## src/rtl/mult_div_unit.sv

```systemverilog
// Iterative radix-2 multiply/divide unit (MULTU, MULT, DIVU, DIV) feeding the HI/LO registers.
// Optional MDU_EARLY_TERM_EN: zero-operand ops bypass the iteration phase.
module mult_div_unit #(
    parameter int WIDTH = 32
) (
    input  logic             clk,
    input  logic             rst,
    input  logic             start,
    input  logic [1:0]       op,
    input  logic [WIDTH-1:0] a,
    input  logic [WIDTH-1:0] b,
    output logic             busy,
    output logic             done,
    output logic [WIDTH-1:0] hi,
    output logic [WIDTH-1:0] lo,
    output logic             div_by_zero
);

    // state | meaning
    // IDLE  | waiting for start, operands latched on acceptance
    // CALC  | one product/quotient bit per cycle, WIDTH cycles
    // FIX   | sign correction, hi/lo loaded
    // DONE  | done pulse, hi/lo valid
    typedef enum logic [1:0] {IDLE, CALC, FIX, DONE} state_t;

    localparam int CW = (WIDTH > 2) ? $clog2(WIDTH) : 1;

    state_t               state, state_nxt;
    logic [CW-1:0]        cnt;
    logic                 op_div, sa, sb, dbz;
    logic [WIDTH-1:0]     opnd;
    logic [2*WIDTH-1:0]   acc;

    logic [WIDTH-1:0]     abs_a, abs_b;
    logic [WIDTH:0]       mul_sum;
    logic [WIDTH:0]       div_shift;
    logic [WIDTH-1:0]     div_rem;
    logic                 div_ge;
    logic [2*WIDTH-1:0]   mul_step, div_step, prod_fix;
    logic [WIDTH-1:0]     fix_hi, fix_lo;

    assign abs_a = (op[0] && a[WIDTH-1]) ? -a : a;
    assign abs_b = (op[0] && b[WIDTH-1]) ? -b : b;

`ifdef MDU_EARLY_TERM_EN
    logic skip;
    assign skip = op[1] ? (b == '0) : ((a == '0) || (b == '0));
`endif

    // Multiply: the multiplier sits in the low half and drains out as the sum shifts in.
    assign mul_sum  = {1'b0, acc[2*WIDTH-1:WIDTH]} + (acc[0] ? {1'b0, opnd} : '0);
    assign mul_step = {mul_sum, acc[WIDTH-1:1]};

    // Restoring divide: remainder high, quotient bits enter at the bottom of the low half.
    assign div_shift = {acc[2*WIDTH-1:WIDTH], acc[WIDTH-1]};
    assign div_ge    = div_shift >= {1'b0, opnd};
    assign div_rem   = div_shift[WIDTH-1:0] - opnd;
    assign div_step  = div_ge ? {div_rem, acc[WIDTH-2:0], 1'b1}
                              : {div_shift[WIDTH-1:0], acc[WIDTH-2:0], 1'b0};

    assign prod_fix = (sa ^ sb) ? -acc : acc;

    always_comb begin
        fix_hi = prod_fix[2*WIDTH-1:WIDTH];
        fix_lo = prod_fix[WIDTH-1:0];
        if (op_div) begin
            // Remainder negated by the dividend sign restores the original a on divide-by-zero.
            fix_hi = sa ? -acc[2*WIDTH-1:WIDTH] : acc[2*WIDTH-1:WIDTH];
            fix_lo = dbz ? '1 : ((sa ^ sb) ? -acc[WIDTH-1:0] : acc[WIDTH-1:0]);
        end
    end

    always_ff @(posedge clk or negedge rst) begin
        if (!rst) state <= IDLE;
        else      state <= state_nxt;
    end

    always_comb begin
        state_nxt = state;
        case (state)
            IDLE: begin
                if (start) begin
                    state_nxt = CALC;
`ifdef MDU_EARLY_TERM_EN
                    if (skip) state_nxt = FIX;
`endif
                end
            end
            CALC:    if (cnt == CW'(WIDTH-1)) state_nxt = FIX;
            FIX:     state_nxt = DONE;
            DONE:    state_nxt = IDLE;
            default: state_nxt = IDLE;
        endcase
    end

    always_ff @(posedge clk or negedge rst) begin
        if (!rst) begin
            cnt    <= '0;
            op_div <= 1'b0;
            sa     <= 1'b0;
            sb     <= 1'b0;
            dbz    <= 1'b0;
            opnd   <= '0;
            acc    <= '0;
            hi     <= '0;
            lo     <= '0;
        end else begin
            case (state)
                IDLE: begin
                    if (start) begin
                        op_div <= op[1];
                        sa     <= op[0] & a[WIDTH-1];
                        sb     <= op[0] & b[WIDTH-1];
                        dbz    <= op[1] && (b == '0);
                        opnd   <= op[1] ? abs_b : abs_a;
                        acc    <= {{WIDTH{1'b0}}, (op[1] ? abs_a : abs_b)};
                        cnt    <= '0;
`ifdef MDU_EARLY_TERM_EN
                        if (skip) acc <= op[1] ? {abs_a, {WIDTH{1'b1}}} : '0;
`endif
                    end
                end
                CALC: begin
                    acc <= op_div ? div_step : mul_step;
                    cnt <= cnt + CW'(1);
                end
                FIX: begin
                    hi <= fix_hi;
                    lo <= fix_lo;
                end
                default: ;
            endcase
        end
    end

    assign busy        = (state == CALC) || (state == FIX);
    assign done        = (state == DONE);
    assign div_by_zero = (state == DONE) && dbz;

endmodule

```

## config.mk

```make
export PLATFORM = sky130hd
export DESIGN_NAME = mult_div_unit
export DESIGN_NICKNAME = d
export VERILOG_FILES = /design/src/rtl/mult_div_unit.sv
export SDC_FILE = /design/constraint.sdc
export NUM_CORES = 1
export LEC_CHECK = 0
export BUFFER_PORTS_ARGS = -buffer_cell sky130_fd_sc_hd__buf_2
export CORE_ASPECT_RATIO = 2
export CORE_MARGIN = 5
export CORE_UTILIZATION = 40
export DETAILED_ROUTE_END_ITERATION = 12
export PLACE_DENSITY = 0.63
export SETUP_SLACK_MARGIN = 0.1
export SKIP_CTS_REPAIR_TIMING = 1
export SLEW_MARGIN = 25
export SYNTH_ARGS = -nofsm -noshare
export SYNTH_HDL_FRONTEND = slang
export SYNTH_SLANG_ARGS = --single-unit
```

## constraint.sdc

```tcl
create_clock -name clk -period 6.2 [get_ports clk]
set_input_delay 1.24 -clock clk [delete_from_list [all_inputs] [get_ports clk]]
set_output_delay 1.24 -clock clk [all_outputs]
set_load 0.01 [all_outputs]
```

==> reports/results.ini <==
[timing]
fmax_ghz=0.2336
relSlewSlack_pct=29.97
transition_time_at_the_pin_with_the_least_slew_margin_ns=1.049
finalCritPeriodShare_pct=69.03
hold_ws_ns=0.4670
grt_setup_unrepaired=no
setup-violations-final=0
final_period_minus_worst_setup_slack_ns=4.280
fin_skew_ns=0.01433
hold_viol=0
setup-tns-final_ns=0
finalMaxSlewViolations=0

[critical_path]
data_arrival_at_the_endpoint_of_the_critical_path_ns=4.62
cp.required_ns=6.54
path_common_cell=a211oi_1
worstPathCellList=ha_1 > a211o_1 > a21oi_1 > a211oi_1 > o31a_1 > o21a_1 > a21oi_2 > buf_4 > nor2_1 > a211oi_1 > o21ai_0
worst-setup-path-type=flip-flop to flip-flop
critPathMaxFanout=24
cpLargestDelayFamily=compound AO/OA/AOI/OAI gates
setup.worst_path.end_class=flip-flop
critical-path-max-stage-delay_ns=0.76
startpoint_type=flip-flop
cp_slowest_cell=a21oi_2
critical_path.n_buffers_inverters=1

[die]
fp.dieArea_um2=41200
fp-row-count=99
io_pins=136
die_height_um=282.1
core_um2=36540
die_width_um=146.0
start_util_pct=40.52

[cts]
cts_buffer_depth=2
cts_made_buffers=17
worst_skew_pair.late_latency_ns=0.47
clock_sinks=171
tritoncts_clock_tree=built
cts.clk_slew.worst_paths_ns=0.07
clock_tree.htree_level_count=4
cts-root-buf=clkbuf_16

[grt]
grt_pass1_vias=14780
grt_max_degree=171
global_route.overflow_total=0
number_of_antenna_violations_at_the_first_check_in_global_routing=0
first_pass_grt_wire_length_mm=84.37
global_route.usage.total_pct=26.37

[synth]
synthMostInstantiatedCell=nor2_1
ys.warnings.count=0
ys_seq_area_share_pct=28.90
syn-mean-instance-area_um2=7.756
edff_count_synth=0
synthesis.instances=1909
synth_cell_types=84
synth-main-ff-cell=dfrtp_1
syn-num-nets=2054
synthesis.area_um2=14810
synth_top_area_share_pct=28.90
ys_async_sr_fraction_pct=100.0
ys_seq_elements=171
ys_top_cells_by_count=249 x nor2_1, 232 x a21oi_1, 171 x dfrtp_1, 155 x nand2_1, 139 x o21ai_0
cell_types_occupying_the_most_area_after_synthesis=dfrtp_1 29%, a21oi_1 7.8%, nor2_1 6.3%
synth.largest_area_cell=dfrtp_1

[layout]
combined_area_of_the_multi_input_logic_cells_um2=9804
regArea_um2=4280
layout.cell_area.non_filler_um2=16360
nets=2108
antenna-diode-count=0
finish.utilization_pct=44.77
layout.cells.non_filler=2430
area_delta_synth_final_pct=10.50
layout-drive-gt1-share_pct=13.21
layout.filler_cells=3645

[run_status]
run_status=finished clean

[power_and_ir_drop]
power_density_nw_per_um2=608.0
power.leakage_nw=7.113
vdd_ir_drop_max_v=0.0003028

[drt]
drcViolationCount=0
route.met3.wl_mm=1.734
first_pass_iters=5
top_layer_used=met4
antenna_left=0
route.vias.total=14510
wire_length_the_detailed_router_placed_on_met1_mm=19.05
wl_met2_mm=28.78
wire_per_inst_um=22.77
detailed_route_wl_mm=55.34
post_drt_via_cell_ratio=5.969
first_iter_violations=1046

[placed_design]
dp.final_hpwl_mm=43.50
portBuffers=135
gp_congestion=0.9481
detailed_place.area_um2=15770
place_inst=2397

[job]
cap_violations=0

[worst_hold_path]
hold_path.class=flip-flop to flip-flop

area by class of cell:
class / instances / area share, %
Multi-Input combinational cell: 1545 / 59.93
Sequential cell: 171 / 26.16
Timing Repair Buffer: 156 / 5.369
Tap cell: 454 / 3.472
Clock buffer: 21 / 2.814
Inverter: 72 / 1.652
Clock inverter: 11 / 0.6042
cell families (layout without fill, tap and decap cells):
group / after synthesis / after routing / share of synthesized area, %
AO/OA/AOI/OAI: 601 / 601 / 24.50
XOR/XNOR: 169 / 169 / 9.997
adder cells (fa/ha/maj): 76 / 76 / 6.524
buffers and inverters: 193 / 260 / 4.986
flip-flops: 171 / 171 / 28.90
multiplexers: 66 / 66 / 4.808
AND/OR/NAND/NOR: 633 / 633 / 20.29
tightest hold or removal path, stage by stage, from the launching register on:
cell and delay (ns):
dfrtp_1 0.34, nand2_1 0.05, nand2_1 0.05
path summary, 6_finish.rpt:
| kind | start | to | depth (start not counted) | slack, ns |
|---|---|---|---|---|
| worst max-delay path | acc[45] | acc[48] | 11 | 1.92 |
| worst min-delay path | opnd[27] | opnd[27] | 2 | 0.47 |
| worst max register to register | acc[45] | acc[48] | 11 | 1.92 |
| worst min register to register | opnd[27] | opnd[27] | 2 | 0.47 |
| max in group asynchronous | rst | hi[3] | 3 | 4.50 |
| min in group asynchronous | rst | op_div | 1 | 0.54 |
layout by cell type, fill, tap and decap left out, drive strengths merged, types with 6 or more instances in the layout:
master,netlist,routed
o21bai,8,8
a221o,8,8
clkbuf,103,21
a22oi,16,16
a31oi,24,24
or4,12,12
mux2,41,41
a211oi,30,30
xnor2,91,91
nor2,250,250
or3,16,16
and2,10,10
a41oi,6,6
o31ai,14,14
o22ai,11,11
o21a,13,13
buf,18,156
a21oi,233,233
o21ai,150,150
nor4,33,33
nor3,54,54
and3,7,7
nand2,155,155
nand2b,10,10
mux2i,25,25
inv,72,79
xor2,78,78
nand4,17,17
ha,74,74
o211ai,7,7
o41ai,11,11
a21o,33,33
nor2b,15,15
dfrtp,171,171
nand3,33,33
flip-flops by register name, summed over array words and instances (netlist names):
register and cells:
acc 64, state 2, op_div 1, cnt 5, dbz 1, sa 1, opnd 32, lo 32
hi 32, sb 1
where the power goes:
| group | internal [mW] | switching (mW) | leakage (nW) |
|---|---|---|---|
| Combinational | 2.46 | 4.05 | 4.78 |
| Sequential | 1.63 | 0.742 | 2.05 |
| Clock | 0.548 | 0.516 | 0.275 |
per-stage QoR:
step | total power, mW | setup slack (ns)
detailed placement | 8.816 | 1.955
floorplan | 6.748 | 2.644
global placement | 8.733 | 2.024
CTS | 9.897 | 2.079
global route | 10.66 | 1.733
finish | 9.946 | 1.920
per-layer routing:
layer	GRT usage [%]	up-vias
li1	-	6972
met1	25.38	6869
met2	49.34	459
met3	2.918	205
met4	23.19	0
met5	0	-
(Power assumes the default switching activity.)
